<file path="src/rtl/burst_collector.sv">
// Burst collector: gathers up to DEPTH operands into a parallel bank with per-slot valid bits,
// holding the completed bank until the consumer acknowledges with take.
module burst_collector #(
  parameter int unsigned WIDTH        = 8,
  parameter int unsigned DEPTH        = 3,
  parameter int unsigned PARTIAL_MODE = 0
) (
  input  logic                       clk,
  input  logic                       reset,
  input  logic                       putFlag,
  input  logic [WIDTH-1:0]           value,
  input  logic                       take,
  output logic [DEPTH*WIDTH-1:0]     regs,
  output logic [DEPTH-1:0]           valid,
  output logic [$clog2(DEPTH+1)-1:0] count,
  output logic                       done,
  output logic                       overflow,
  output logic                       abort
);

  localparam int unsigned CW = $clog2(DEPTH + 1);
  localparam logic [DEPTH-1:0] Slot0 = DEPTH'(1);
  localparam logic [CW-1:0] CountFull = CW'(DEPTH);

  typedef enum logic [1:0] {StIdle, StFill, StFull} state_e;

  state_e            state_q, state_d;
  logic [WIDTH-1:0]  slot_q [DEPTH];
  logic [DEPTH-1:0]  valid_q, valid_d;
  logic [CW-1:0]     count_q, count_d;
  logic              done_q, done_d;
  logic              overflow_q, overflow_d;
  logic              abort_q, abort_d;
  logic              wr_en;
  logic [CW-1:0]     wr_idx;

  always_comb begin
    state_d    = state_q;
    valid_d    = valid_q;
    count_d    = count_q;
    done_d     = done_q;
    overflow_d = 1'b0;
    abort_d    = 1'b0;
    wr_en      = 1'b0;
    wr_idx     = '0;
    unique case (state_q)
      StIdle: begin
        if (putFlag) begin
          wr_en   = 1'b1;
          valid_d = Slot0;
          count_d = CW'(1);
          if (DEPTH == 1) begin
            state_d = StFull;
            done_d  = 1'b1;
          end else begin
            state_d = StFill;
          end
        end
      end
      StFill: begin
        if (putFlag) begin
          wr_en   = 1'b1;
          wr_idx  = count_q;
          valid_d = valid_q | (Slot0 << count_q);
          count_d = count_q + CW'(1);
          if (count_d == CountFull) begin
            state_d = StFull;
            done_d  = 1'b1;
          end
        end else if (PARTIAL_MODE == 0) begin
          valid_d = '0;
          count_d = '0;
          abort_d = 1'b1;
          state_d = StIdle;
        end else begin
          // Short burst is kept as a partial bank.
          state_d = StFull;
          done_d  = 1'b1;
        end
      end
      StFull: begin
        if (take && putFlag) begin
          // Release and restart in one edge; the new operand lands in slot 0.
          wr_en   = 1'b1;
          valid_d = Slot0;
          count_d = CW'(1);
          if (DEPTH == 1) begin
            state_d = StFull;
            done_d  = 1'b1;
          end else begin
            state_d = StFill;
            done_d  = 1'b0;
          end
        end else if (take) begin
          valid_d = '0;
          count_d = '0;
          done_d  = 1'b0;
          state_d = StIdle;
        end else if (putFlag) begin
          overflow_d = 1'b1;
        end
      end
      default: begin
        state_d = StIdle;
        valid_d = '0;
        count_d = '0;
        done_d  = 1'b0;
      end
    endcase
  end

  always_ff @(posedge clk or negedge reset) begin
    if (!reset) begin
      state_q    <= StIdle;
      valid_q    <= '0;
      count_q    <= '0;
      done_q     <= 1'b0;
      overflow_q <= 1'b0;
      abort_q    <= 1'b0;
    end else begin
      state_q    <= state_d;
      valid_q    <= valid_d;
      count_q    <= count_d;
      done_q     <= done_d;
      overflow_q <= overflow_d;
      abort_q    <= abort_d;
    end
  end

  always_ff @(posedge clk or negedge reset) begin
    if (!reset) begin
      for (int i = 0; i < DEPTH; i++) slot_q[i] <= '0;
    end else if (wr_en) begin
      for (int i = 0; i < DEPTH; i++) begin
        if (wr_idx == CW'(i)) slot_q[i] <= value;
      end
    end
  end

  // Stored data survives release; valid masks it on the output.
  for (genvar g = 0; g < DEPTH; g++) begin : g_regs
    assign regs[g*WIDTH +: WIDTH] = valid_q[g] ? slot_q[g] : '0;
  end

  assign valid    = valid_q;
  assign count    = count_q;
  assign done     = done_q;
  assign overflow = overflow_q;
  assign abort    = abort_q;

endmodule
</file>
<file path="config.mk">
export PLATFORM = sky130hd
export DESIGN_NAME = burst_collector
export DESIGN_NICKNAME = d
export VERILOG_FILES = /design/src/rtl/burst_collector.sv
export SDC_FILE = /design/constraint.sdc
export NUM_CORES = 1
export LEC_CHECK = 0
export CAP_MARGIN = 15
export CORE_ASPECT_RATIO = 1.5
export CORE_MARGIN = 2
export CORE_UTILIZATION = 47
export DETAILED_ROUTE_END_ITERATION = 8
export PLACE_DENSITY = 0.78
export SLEW_MARGIN = 20
export SYNTH_ARGS = -nofsm -noshare
export SYNTH_HDL_FRONTEND = slang
export SYNTH_SLANG_ARGS = --single-unit
</file>
<file path="constraint.sdc">
create_clock -name clk -period 1.9 [get_ports clk]
set_input_delay 0.285 -clock clk [delete_from_list [all_inputs] [get_ports clk]]
set_output_delay 0.285 -clock clk [all_outputs]
set_load 0.005 [all_outputs]
</file>
### Word level (Yosys, flattened, before mapping)

Index checks and enable logic that the tools add are counted.
W data, S select, Z words.

| storage, ports and cells | value |
|---|---|
| register bits | 34 |
| input port bits | 12 |

| cells by class | value |
|---|---|
| add/subtract/negate cells | 1 |
| equality and inequality tests | 10 |
| shift-type cells | 1 |
| mux-type cells | 31 |
| bitwise logic cells | 2 |
| reductions and logical operators | 10 |

Operators by type and width:

| operator | count |
|---|---|
| $mux W8 | 3 |
| $mux W2 | 8 |
| $mux W3 | 4 |
| $pmux W2 S3 | 2 |
| $mux W1 | 11 |
| $pmux W3 S3 | 1 |
| $reduce_and A2 Y1 | 4 |
| $eq A2 B2 Y1 const B | 3 |
| $ne A2 B2 Y1 const B | 3 |
| $ne A3 B3 Y1 const B | 2 |
| $eq A2 B1 Y1 const B | 2 |
| $logic_not A2 Y1 | 2 |
| $reduce_and A4 Y1 | 1 |
| $or A3 B3 Y3 | 1 |
| $pmux W1 S3 | 1 |
| $reduce_and A3 Y1 | 1 |
| $shl A1 B2 Y3 const A | 1 |
| $add A2 B1 Y2 const B | 1 |
| $pmux W1 S2 | 1 |
| $reduce_or A2 Y1 | 1 |
| $logic_and A1 B1 Y1 | 1 |
| $not A1 Y1 | 1 |

### Depth between registers and ports, before layout

Gate-level depths: netlist of run 1.

| depth | value |
|---|---|
| depth in word-level cells | 5 |
| mapped depth | 5 |

### Least setup slack after synthesis of run 1

Ideal clock, no wire load.

| path | value |
|---|---|
| kind | reg2reg |
| start | register state_q[1] |
| end | register slot_q[0] (netlist bit) |
| data arrival time | 1331 ps |
| required time | 1775 ps |
| path slack | 444 ps |
| stages on the path, launching flop included | 4 |
| path buffers | 0 |
| path through | dfrtp_1 -> nand3b_1 -> nor3_4 -> mux2_2 |

| between the ends | value |
|---|---|
| word-level cells in the longest chain between the ends | 4 |

RTL lines:

| element | line | RTL |
|---|---|---|
| start: declaration | 27 | `state_e state_q, state_d;` |
| start signal: assignment | 114 | `state_q <= StIdle;` |
| start signal: assignment | 121 | `state_q <= state_d;` |
| $eq A2 B1 Y1 / $logic_not A2 Y1 (equally long branches) | 46 | `unique case (state_q)` |
| $reduce_or A2 Y1 (no source line) / $mux W2 (equally long branches) | n/a |  |
| $pmux W1 S2 / $eq A2 B2 Y1 (equally long branches) | 46, 135 |  |
| $reduce_and A2 Y1 (no source line) * | n/a |  |
| end signal: indexed assignment | 135 | `if (wr_idx == CW'(i)) slot_q[i] <= value;` |
| end: declaration | 28 | `logic [WIDTH-1:0] slot_q [DEPTH];` |

Mark *: on every way between the ends. The rest lies on a longest branch, timed or not.
A chain may end at the register's enable or synchronous reset.

### Worst setup path after layout of run 1

| path | value |
|---|---|
| start | register valid_q[2] (netlist: valid[2]) |
| end | output regs[22] |

| between the ends | value |
|---|---|
| word-level cells in the longest chain between the ends | 1 |

RTL lines:

| element | line | RTL |
|---|---|---|
| start: declaration | 29 | `logic [DEPTH-1:0] valid_q, valid_d;` |
| start signal: assignment | 122 | `valid_q <= valid_d;` |
| $mux W8 | 142 | `assign regs[g*WIDTH +: WIDTH] = valid_q[g] ? slot_q[g] : '0;` |
| end: declaration | 13 | `output logic [DEPTH*WIDTH-1:0] regs,` |

Every way passes these cells.

==> flow_results.org, run 1 <==
** Clocking
- CTS tree :: done
- Count of cells resized by post-cts repair :: 0
- After clock tree synthesis, the clock-pin slew on the worst setup and hold paths is 0.07 ns.
- Counting every sink on the clock net gives 34.
- Maximum buffer depth of the clock tree :: 2
- Buffers inserted during clock tree synthesis total 5.
- Clock insertion delay at the later pin of the skew report :: 0.28 ns
- Clock root buffer :: clkbuf_8
- Number of buffers inserted to repair setup after CTS :: 0
- CTS built an H-tree with a depth of 2.
- Hold buffer count at CTS :: 0

** Final layout
- Total of fill cells in the finished design :: 252
- After the last flow step, the layout net total stands at 203.
- Most common library cell in the layout ignoring fill and taps :: clkdlybuf4s50_1
- Cells with a size suffix above 1 make up 25.53% of the layout.
- P&R area growth vs syn :: 38.50%
- Final std cells w/o fill :: 230
- The number of antenna diodes in the final layout is 0.
- The top cell types in the final layout, fill and taps aside, are clkdlybuf4s50_1 (43), dfrtp_1 (32), and2_1 (25), mux2_2 (24), buf_4 (9).

** Floorplanning
- Initial core utilization :: 48.21%
- The floorplan has 26 rows.
- Vertical die dimension :: 75.80 µm
- Core footprint :: 0.003351 mm²
- Pin placement for this block handled 44 I/O pins.
- The die covers 0.003931 mm².
- Die Width :: 51.87 µm

** Setup path
- Crit-path leading delay family :: flip-flops
- Worst reg-to-reg setup slack :: 0.19 ns
- Number of buffer and inverter stages on the critical path :: 1
- Largest stage delay on the critical path :: 0.56 ns
- The worst setup path is of the flop to output port kind.
- The slowest stage of the critical path is the dfrtp_1 cell.
- Counting cells, the worst reg-to-reg path comes to 3.
- The endpoint identified for the worst register-to-register timing path is slot_q[16].
- Of all nets on the critical path, the largest fanout is 12.
- The startpoint identified for the worst register-to-register timing path is state_q[0].
- Required @ worst endpoint :: 1.62 ns
- Category of the worst setup path capture point :: output port
- Traced cell by cell, the critical path runs through and2_1, clkdlybuf4s50_1.
- Arrival time at the worst endpoint :: 1.54 ns
- STA classifies the critical path startpoint as a flop.

** Drt
- WL/cell :: 15.34 µm
- Wirelength, routed :: 3528 µm
- Number of remaining DRC errors :: 0
- Routed Antenna Nets :: 0
- Starting DRC count in detailed routing :: 23
- The pre-antenna-repair detailed-routing pass consisted of 5 iterations.
- Across all layers, the routed design uses 1192 vias.
- Via count normalized by instance count :: 5.183

** STA
- After layout, the minimum clock period comes to 1.827 ns.
- In this run the tightest slew margin relative to its limit is 61.37%.
- Number of max-slew violations in the final report :: 0
- Hold Worst Slack :: 0.3997 ns
- Final worst-path cycle share :: 96.16%
- Maximum clock frequency :: 547.3 MHz
- On the final layout, the worst clock skew is 0.003627 ns.
- Setup repair after global routing left no endpoint under its margin.
- Number of endpoints with negative hold slack in the final report :: 0
- Setup violations remaining at the end of the flow were counted as 0.
- For the pin with the worst max-slew slack, the measured transition is 0.5777 ns.

** Pwr
- Leakage power summed over all cells :: 0.9543 nW
- Net Sw Frac :: 27.13%
- VDD sags by at most 0.0008369 V.
- In this run the power density over the cells is 1022 mW/mm².
- Internal power of the cells :: 0.001666 W
- Part of the power in registers :: 48.1%
- Total power for the finished layout comes to 0.002286 W.
- Summed over all nets, the switching power comes to 0.0006202 W.
- Clock Power Share :: 24.0%
- Combinational power share :: 28.0%

** Global routing
- The initial antenna violation count came to 0.
- After global routing the overflow that remains totals 0.
- The number of global-route vias before repair is 1207.
- Global-route usage over all layers :: 20.02%
- The first global-routing pass estimated 5685 µm of wire.
- Entering global routing, the biggest net connects 35 pins.

** Placement
- Routability congestion estimate :: 0.8368
- In this run, placement finished with an instance count of 222.
- Port buffering added 43 buffers.
- DP Wirelength :: 2548 µm

** Synth
- The cell area that synthesis handed to floorplanning was 0.001615 mm².
- The synthesized design contains 34 register bits.
- Number of enable flip-flop cells after synthesis :: 0
- After synthesis, flip-flops and latches occupy 52.67% of the total area.
- In the synthesized netlist the dominant register cell turns out to be dfrtp_1.
- Distinct cells, synth :: 26
- Syn_area_per_cell :: 12.05 µm²
- When the netlist entered floorplanning its net count stood at 150.
- Ys async rst share :: 100.0%
- The Yosys step of the flow raised 0 warnings.
- Number of standard cells after synthesis :: 134

** Min path
- Worst hold-check path type :: input pin to async pin

** Run
- The tool flagged a number of max-cap violations equal to 0.

** Status
- Outcome :: finished clean
==> worst max-delay path by stage <==
stage	from	to	slack, ns	cells after the start
2_1_floorplan	state_q[1]	slot_q[0]	0.44	3
3_3_place_gp	putFlag	slot_q[17]	0.01	4
3_5_place_dp	putFlag	slot_q[16]	-0.06	4
4_1_cts	valid[1]	regs[14]	0.04	2
5_1_grt	valid[2]	regs[22]	0.004	2
6_report	valid[2]	regs[22]	0.07	2
==> cells by family (layout without fill, tap and decap cells) <==
kind of cell / Yosys count / count (layout) / synth area share [%]
buffers and inverters: 9 / 63 / 2.324
and+or+nand+nor: 46 / 46 / 18.05
AOI/OAI and AO/OA: 17 / 17 / 7.127
DFF: 34 / 34 / 52.67
adders and majority gates: 4 / 4 / 3.098
muxes: 24 / 24 / 16.73
==> flip-flops by register name (all words and copies together), names as in the netlist <==
signal	cells
valid	3
done	1
count	2
abort	1
state_q	2
overflow	1
slot_q	24
==> layout make-up <==
cell class,count,area (µm²),share of cell area (%)
inverters,3,11.26,0.5034
well taps,42,52.55,2.349
clock inverters,2,12.51,0.5593
flip-flops and latches,34,853.3,38.14
repair buffers,52,498.0,22.26
clock buffers,6,82.58,3.691
multi-input cells,91,726.9,32.49
==> through the flow <==
| step | cell area (µm²) | util [%] | TNS (ns) | worst slack [ns] |
|---|---|---|---|---|
| after global placement | 2140 | 63.85 | 0 | 0.01213 |
| after floorplan | 1615 | - | 0 | 0.4443 |
| after detailed placement | 2140 | 63.85 | -0.3988 | -0.05596 |
| after global routing | 2237 | 66.77 | 0 | 0.004468 |
| final | 2237 | 66.77 | 0 | 0.07293 |
| after CTS | 2235 | 66.69 | 0 | 0.03834 |
==> routing by layer <==
| layer | vias to the layer above | global-route usage [%] | wire length (µm) |
|---|---|---|---|
| li1 | 568 | - | - |
| met1 | 581 | 22.01 | 1432 |
| met2 | 36 | 36.01 | 1892 |
| met3 | 7 | 3.922 | 130 |
| met4 | 0 | 10.53 | 73 |
| met5 | - | 0 | 0 |
==> cell usage after synthesis, types with 2 or more instances <==
library cell | n | area (µm²)
inv_1 | 2 | 7.510
mux2_2 | 24 | 270.3
a2bb2oi_1 | 2 | 17.52
ha_1 | 4 | 50.05
clkbuf_1 | 5 | 18.77
nor3b_1 | 2 | 15.01
nor2_1 | 5 | 18.77
nor3_4 | 2 | 32.53
a21oi_1 | 2 | 10.01
and2_1 | 25 | 156.4
nor3_1 | 2 | 10.01
nand2_1 | 6 | 22.52
a31oi_1 | 2 | 12.51
o21ai_0 | 6 | 30.03
dfrtp_1 | 34 | 850.8
==> power groups by stage <==
stage / registers (W) / logic (W) / clock network [W]
after floorplan: 0.00105 / 0.000375 / 0
after global placement: 0.00110 / 0.000625 / 0
after detailed placement: 0.00111 / 0.000646 / 0
after CTS: 0.00110 / 0.000648 / 0.000564
after global routing: 0.00113 / 0.000700 / 0.000592
final: 0.00110 / 0.000639 / 0.000548
Note: power is estimated with default switching activity, not from simulation.
==> run 2, diff against run 1 <==
--- a/config.mk
+++ b/config.mk
@@ -8,9 +8,10 @@
 export CAP_MARGIN = 15
 export CORE_ASPECT_RATIO = 1.5
 export CORE_MARGIN = 2
-export CORE_UTILIZATION = 47
+export CORE_UTILIZATION = 49
+export CTS_BUF_LIST = sky130_fd_sc_hd__clkbuf_8
 export DETAILED_ROUTE_END_ITERATION = 8
-export PLACE_DENSITY = 0.78
+export PLACE_DENSITY = 0.81
 export SLEW_MARGIN = 20
 export SYNTH_ARGS = -nofsm -noshare
 export SYNTH_HDL_FRONTEND = slang
==> run 2 against run 1 <==
Register-to-register slack got worse by 0.02 ns. Wire length grew 2.5%. Combinational power about the same. Setup slack better by 0.031 ns. Clock-buffer cell count shrank 1. Fmax increased by 1.7%. Hold slack better by 0.0018 ns. Final cell count down 3.5%. Sequential share of layout area up 1.0 points. Critical path depth unchanged. Critical path type unchanged.
==> flow_results.org, run 2 (same netlist as run 1, synthesis figures left out) <==
** STA
- The setup skew after layout was 0.004290 ns (+0.0006627 ns).
- The maximum operating frequency came to 556.8 MHz (+1.7%).
- Final worst-path cycle share :: 94.53% (-1.6 points)
- The slew at the pin closest to its max-slew limit was 0.5670 ns (-0.01072 ns).
- RSZ-0062 raised after global routing :: no
- Number of endpoints with negative hold slack in the final report :: 0 (unchanged)
- The setup TNS came to 0 ns (unchanged).
- The worst max-slew margin expressed relative to the limit is 62.08% (+0.72 points).
- The total setup violations reported at the end of the flow was 0 (unchanged).
- The number of max-slew violations in the final report is 0 (unchanged).
- The setup slack after layout was 0.1040 ns (+0.03104 ns).
- Shortest clock period the worst path allows after layout :: 1.796 ns (-0.03104 ns)

** Floorplanning
- The I/O pin total was 44 (unchanged).
- Full die area :: 0.003781 mm² (-3.8%)
- Vertical die dimension :: 74.32 µm (-2.0%)
- Core footprint :: 0.003159 mm² (-5.7%)
- The horizontal die dimension is 50.88 µm (-1.9%).
- The starting utilization of the core area was 51.13% (+2.9 points).
- Standard-cell rows :: 25 (-3.8%)

** Run
- The number of max-cap violations came to 0 (unchanged).

** Clocking
- The count of hold buffers inserted by post-cts repair came to 0 (unchanged).
- The number of levels the H-tree was split into came to 2 (unchanged).
- Count of cells resized by post-cts repair :: 0 (unchanged)
- The later-pin clock latency in the skew report was 0.28 ns (about the same).
- Number of buffers created by CTS :: 5 (unchanged)
- Maximum buffer depth of the clock tree :: 2 (unchanged)
- The clock-pin slew on the worst setup and hold paths came to 0.07 ns (about the same).
- Number of buffers inserted to repair setup after CTS :: 0 (unchanged)
- In this run the clock root is driven by a clkbuf_8.
- CTS tree :: done
- The clock sink total was 34 (unchanged).

** Final layout
- Post-Route Utilization :: 68.95% (+2.2 points)
- The filler cell count in the final layout came to 242 (-4.0%).
- Leading cell types in the layout, fill and taps excluded :: clkdlybuf4s50_1 (43), dfrtp_1 (32), and2_1 (25), mux2_2 (24)
- Leaving out fill and tap cells, the most frequent cell in the layout is clkdlybuf4s50_1.
- The number of flip-flops in the largest register came to 24 (unchanged).
- The fraction of final layout cells sized beyond drive strength 1 came to 21.98% (-3.6 points).
- Antenna Cells :: 0 (unchanged)
- The count of non-filler cells in the finished layout was 222 (-3.5%).
- Number of nets in the layout :: 198 (-2.5%)
- Relative to the synthesized area, the layout overhead comes to 34.86%.
- Top register by number of flip-flops :: slot_q

** Drt
- The via density per instance is 5.324 (+2.7%).
- The number of violations reported at the end of detailed-routing iteration 0 was 16 (-30%).
- Detailed-routing iteration count for the pre-antenna-repair pass :: 4 (-1)
- Total number of vias :: 1182 (-0.84%)
- The routed wire length is 3616 µm (+2.5%).
- The residual DRC count is 0 (unchanged).
- Routed Antenna Nets :: 0 (unchanged)
- The wire length per cell was 16.29 µm (+6.2%).

** Setup path
- Setup Crit Path Kind :: flop to output port
- Largest stage delay on the critical path :: 0.54 ns (-0.02 ns)
- Critical Path Start Type :: flop
- Required @ worst endpoint :: 1.62 ns (about the same)
- The arrival time at the worst endpoint was 1.51 ns (-0.03 ns).
- Slowest cell on the critical path :: dfrtp_1
- Top fanout value on the critical path :: 12 (unchanged)
- Critical path, cell by cell :: and2_1, clkdlybuf4s50_1
- STA classifies the critical path endpoint as an output port.

** Status
- The flow ran to the end, and the final reports show no timing, DRC or antenna violations.

** Global routing
- The maximum number of pins on one net before global-route repair was 35 (unchanged).
- First-pass GRT wire length :: 5947 µm (+4.6%)
- Congestion Overflow GR :: 0 (unchanged)
- The number of global-route vias before repair was 1247 (+3.3%).
- The initial antenna violation count is 0 (unchanged).
- Global-route usage over all layers :: 21.94% (+1.9 points)

** Pwr
- The part of the total power dissipated in combinational logic was 28.9% (+0.9 points).
- The clock share of power came to 21.6% (-2.4 points).
- Part of the power in registers :: 49.6% (+1.5 points)
- The design internal power was 0.001610 W (-3.4%).
- The power density over the cells was 1017 mW/mm² (-0.45%).
- The leakage power was 0.9267 nW (-2.9%).
- Switching power summed over all nets :: 0.0006063 W (-2.2%)
- Net Sw Frac :: 27.36% (+0.23 points)
- The worst ir drop on vdd came to 0.0007450 V (-11%).

** Placement
- DP Wirelength :: 2622 µm (+2.9%)
- Pre-CTS WS :: -0.06748 ns (-0.01152 ns)
- The number of instances in the placed design is 215 (-3.2%).
- The count of buffers inserted at the top-level ports came to 43 (unchanged).
- The global placement routability congestion was 0.8429 (+0.73%).

** Min path
- The min-delay analysis places its worst path in the category input pin to async pin.
run 2: cell count changes in the layout (fill, tap and decap cells not counted):
| cell | change |
|---|---|
| clkinvlp_4 | -1 |
| clkinv_2 | -1 |
| inv_1 | +2 |
| clkbuf_8 | -1 |
| buf_4 | -5 |
run 2: power by group through the flow:
| stage | combinational (W) | sequential (W) | clock (W) |
|---|---|---|---|
| final | 0.000640 | 0.00110 | 0.000478 |
| after global routing | 0.000697 | 0.00113 | 0.000531 |
| after CTS | 0.000652 | 0.00110 | 0.000492 |
| after detailed placement | 0.000649 | 0.00111 | 0 |
| after global placement | 0.000617 | 0.00109 | 0 |
| after floorplan | 0.000375 | 0.00105 | 0 |
run 2: cell type report:
| cell class | count | area, µm² | area share, % |
|---|---|---|---|
| clock buffers | 5 | 68.82 | 3.159 |
| clock inverters | 2 | 7.507 | 0.3446 |
| inverters | 3 | 11.26 | 0.5169 |
| multi-input cells | 91 | 726.9 | 33.37 |
| flip-flops and latches | 34 | 853.3 | 39.17 |
| well taps | 40 | 50.05 | 2.298 |
| repair buffers | 47 | 460.4 | 21.14 |
run 2: per-stage QoR:
step / instance area, µm² / total power [W] / hold slack, ns
finish: 2178 / 0.002216 / 0.4015
global route: 2178 / 0.002358 / 0.4496
CTS: 2176 / 0.002244 / 0.4142
detailed placement: 2100 / 0.001762 / 0.4874
global placement: 2100 / 0.001710 / 0.4817
floorplan: 1615 / 0.001421 / -0.01059
run 2: path summary, 6_finish.rpt:
kind / startpoint / slack, ns / cells after the start / end
max in group asynchronous: reset / 1.17 / 2 / valid[2]
min in group clk: slot_q[13] / 0.50 / 1 / slot_q[13]
worst min-delay path: reset / 0.40 / 2 / slot_q[5]
worst min register to register: slot_q[13] / 0.50 / 1 / slot_q[13]
worst max-delay path: valid[0] / 0.10 / 2 / regs[7]
worst max register to register: state_q[1] / 0.17 / 3 / slot_q[14]
run 2: layer usage:
layer  wire length (µm)  GRT usage, %  vias up
met2               2000         40.64       46
met3                169         5.221        5
met4                 64         9.910        0
met5                  0             0        -
li1                   -             -      553
met1               1381         23.44      578
run 2: critical path: cells and delay by family, from the launching register on:
kind	cells	cell delay, ns
flops	1	0.54
simple gates	1	0.19
buf+inv	1	0.50
==> run 3, diff against run 2 <==
--- a/config.mk
+++ b/config.mk
@@ -5,10 +5,11 @@
 export SDC_FILE = /design/constraint.sdc
 export NUM_CORES = 1
 export LEC_CHECK = 0
+export ABC_AREA = 1
 export CAP_MARGIN = 15
 export CORE_ASPECT_RATIO = 1.5
 export CORE_MARGIN = 2
-export CORE_UTILIZATION = 49
+export CORE_UTILIZATION = 50
 export CTS_BUF_LIST = sky130_fd_sc_hd__clkbuf_8
 export DETAILED_ROUTE_END_ITERATION = 8
 export PLACE_DENSITY = 0.81
==> constraint.sdc (replaced) <==
create_clock -name clk -period 1.8 [get_ports clk]
set_input_delay 0.27 -clock clk [delete_from_list [all_inputs] [get_ports clk]]
set_output_delay 0.27 -clock clk [all_outputs]
set_load 0.005 [all_outputs]
==> run 3 against run 2 <==
Final cell count grew 35%. Die area grew 7.4%. Clock power grew 23%. Critical endpoint is now regs[8]. Combinational power grew 100%. Hold slack lost 0.017 ns. Largest power group unchanged. Total power grew 45%. Clock skew grew 0.0045 ns.
==> flow_results.org, run 3 <==
** Status
- The run finished with clean final reports.

** Placement
- The global placement routability congestion is 0.8105 (-3.8%).
- The count of buffers inserted at the top-level ports is 43 (unchanged).
- The post-DP HPWL is 2857 µm (+9.0%).
- The instance area at placement is 0.002228 mm² (+6.1%).
- The pre-CTS setup slack is 0.01940 ns (+0.08688 ns).

** Synth
- The number of storage elements in the synthesis netlist came to 34 (unchanged).
- Net count of the mapped netlist :: 226 (+51%)
- Ys async rst share :: 100.0% (unchanged)
- Of all cell types, the one taking the most synthesized area is dfrtp_1.
- Ranked by instance count, the synthesized netlist is headed by nand2_1 (71), inv_1 (40), dfrtp_1 (34), o21ai_2 (16), nand3_1 (12).
- Fraction of the yosys area taken by sequential cells :: 47.82% (-4.9 points)
- Distinct cells, synth :: 21 (-19%)
- The mean instance size in the synthesized netlist came to 8.472 µm² (-30%).
- Area fraction of the dominant cell type after synthesis :: 47.82% (-4.9 points)
- The number of synthesized flops with an enable pin is 0 (unchanged).
- Leading cell types by total area after synthesis :: dfrtp_1 (48%), nand2_1 (15%), inv_1 (8.4%)
- Most common cell in the netlist :: nand2_1
- Number of standard cells after synthesis :: 210 (+57%)
- Cell Area, Synth :: 0.001779 mm² (+10%)
- The number of warnings printed during yosys synthesis is 0 (unchanged).
- Leading register cell type out of synthesis :: dfrtp_1

** Pwr
- Peak supply drop :: 0.0008561 V (+15%)
- The leakage power was 1.273 nW (+37%).
- The power density over the cells is 1384 mW/mm² (+36%).

** Setup path
- The critical path starts at valid[1].
- Setup Crit Path Kind :: flop to output port
- Number of buffer and inverter stages on the critical path :: 2 (+1)
- Crit-path leading delay family :: buffers and inverters
- Largest stage delay on the critical path :: 0.49 ns (-0.05 ns)
- Arrival time at the worst endpoint :: 1.44 ns (-0.07 ns)
- Capturing instance or port of the critical path :: regs[8]
- Path depth of the worst reg2reg path :: 7 (+4)
- Required @ worst endpoint :: 1.53 ns (-0.09 ns)
- The endpoint identified for the worst register-to-register timing path is valid[0].
- The maximum net fanout on the critical path is 11 (-1).
- The startpoint identified for the worst register-to-register timing path is count[0].
- The worst setup path is launched from a flop.
- Category of the worst setup path capture point :: output port
- The slack of the worst reg-to-reg path is 0.27 ns (+0.10 ns).
- The slowest stage of the critical path belongs to the cell clkdlybuf4s50_1.
- Critical path, cell by cell :: nand2_1, inv_1, clkdlybuf4s50_1
- Total stage count of the critical path :: 3 (+1)

** Clocking
- The tree is rooted in a clkbuf_8.
- The later-pin clock latency in the skew report was 0.29 ns (about the same).
- Number of sinks handled by clock tree synthesis :: 34 (unchanged)
- Maximum buffer depth of the clock tree :: 2 (unchanged)
- CTS H-tree depth :: 2 (unchanged)
- The number of buffers created by CTS came to 5 (unchanged).
- The clock-pin slew on the worst setup and hold paths was 0.07 ns (about the same).
- TritonCTS built the clock tree.
- Hold buffer count at CTS :: 0 (unchanged)

** STA
- Setup repair after global routing left no endpoint under its margin.
- The number of max-slew violations in the final report was 0 (unchanged).
- Final worst-path cycle share :: 94.90%
- The setup TNS was 0 ns (unchanged).
- The slew at the pin closest to its max-slew limit was 0.4304 ns (-0.1365 ns).
- Timing would allow up to 585.4 MHz.
- The worst hold slack after final layout came to 0.3844 ns (-0.01711 ns).
- Number of endpoints with negative hold slack in the final report :: 0 (unchanged)
- The setup skew after layout was 0.008789 ns (+0.004499 ns).
- Shortest clock period the worst path allows after layout :: 1.708 ns
- Tightest slew margin relative to the limit :: 71.31% (+9.2 points)
- The setup slack after layout is 0.09172 ns (-0.01225 ns).
- The total setup violations reported at the end of the flow was 0 (unchanged).

** Floorplanning
- The horizontal die dimension is 52.71 µm (+3.6%).
- The overall die area was 0.004061 mm² (+7.4%).
- I/O pin cnt :: 44 (unchanged)
- Initial core utilization :: 52.09% (+0.96 points)
- The vertical die dimension was 77.06 µm (+3.7%).
- Core footprint :: 0.003416 mm² (+8.1%)
- The standard-cell row count was 26 (+4.0%).

** Final layout
- The fraction of final layout cells sized beyond drive strength 1 is 17.12% (-4.9 points).
- The top cell types in the final layout, fill and taps aside, are nand2_1 (71), clkdlybuf4s50_1 (43), inv_1 (40), dfrtp_1 (31), o21ai_2 (16).
- Register cell area after layout :: 854.6 µm² (+0.15%)
- Number of nets in the layout :: 272 (+37%)
- Most common library cell in the layout ignoring fill and taps :: nand2_1
- Total of fill cells in the finished design :: 297 (+23%)
- Relative to the synthesized area, the layout overhead comes to 30.80%.
- Number of flip-flops in the largest register :: 24 (unchanged)
- Area of the multi-input gates :: 711.9 µm² (-2.1%)
- The number of antenna cells inserted was 0 (unchanged).
- The register with the most flip-flops in the final layout is slot_q.
- Post-route standard cell area excluding fillers :: 0.002327 mm² (+6.8%)

** Global routing
- The number of global-route vias before repair was 1469 (+18%).
- The initial antenna violation count was 0 (unchanged).
- Congestion Overflow GR :: 0 (unchanged)
- Maximum number of pins on one net before global-route repair :: 35 (unchanged)
- First-pass GRT wire length :: 6313 µm (+6.2%)
- The all-layer global routing usage came to 21.27% (-0.67 points).

** Drt
- Wirelength, routed :: 3688 µm (+2.0%)
- The detailed-routing iteration count for the pre-antenna-repair pass was 4 (unchanged).
- The wire length per cell is 12.33 µm (-24%).
- Starting DRC count in detailed routing :: 28 (+12)
- Total number of vias :: 1463 (+24%)
- The via density per instance came to 4.893 (-8.1%).
- Routed Antenna Nets :: 0 (unchanged)
- Number of remaining DRC errors :: 0 (unchanged)

** Min path
- Worst hold-check path type :: input pin to async pin

** Run
- Count of max-cap constraint violations :: 0 (unchanged)
-- run 3: per-layer routing --
| layer | global-route usage [%] | vias to the layer above | routed length, µm |
|---|---|---|---|
| met1 | 22.87 | 690 | 1374 |
| met3 | 4.864 | 15 | 133 |
| met2 | 36.38 | 37 | 2036 |
| met5 | 0 | - | 0 |
| li1 | - | 721 | - |
| met4 | 12.31 | 0 | 144 |
-- run 3: kinds of logic (layout without fill, tap and decap cells) --
| kind of cell | Yosys count | count (layout) | share of synthesized area [%] |
|---|---|---|---|
| adders and majority gates | 4 | 4 | 2.813 |
| AOI/OAI and AO/OA | 27 | 27 | 11.74 |
| DFF | 34 | 34 | 47.82 |
| and+or+nand+nor | 96 | 96 | 25.46 |
| buffers and inverters | 49 | 96 | 12.17 |
-- run 3: cell type report --
| cell class | instances | share of cell area [%] |
|---|---|---|
| Clock buffer | 6 | 3.548 |
| Clock inverter | 2 | 0.5376 |
| Inverter | 42 | 6.882 |
| Multi-Input combinational cell | 127 | 30.59 |
| Sequential cell | 34 | 36.72 |
| Tap cell | 42 | 2.258 |
| Timing Repair Buffer | 46 | 19.46 |
-- run 3: timing repair --
item	in CTS	in global routing
gates resized for setup	1	2
buffers inserted	0	0
endpoints found under the setup margin	3	12
-- run 3: how the worst min path moves through the flow --
stage	start	endpoint	slack (ns)	depth (start not counted)
after floorplan	reset	abort	-0.03	0
after global placement	slot_q[23]	slot_q[23]	0.45	2
after detailed placement	slot_q[17]	slot_q[17]	0.46	2
after CTS	reset	valid[2]	0.40	2
after global routing	reset	count[1]	0.42	2
final	reset	count[1]	0.38	2
-- run 3: metrics by stage --
stage	cells	power [W]	util, %
2_1_floorplan	210	0.002082	-
3_3_place_gp	291	0.002605	65.24
3_5_place_dp	291	0.002660	65.24
4_1_cts	299	0.003262	68.06
5_1_grt	299	0.003483	68.13
6_report	299	0.003221	68.13
-- run 3: where the power goes --
part           internal [W]  total, W  switching [W]
sequential          0.00107   0.00135       0.000278
combinational      0.000647   0.00129       0.000641
clock              0.000307  0.000587       0.000280
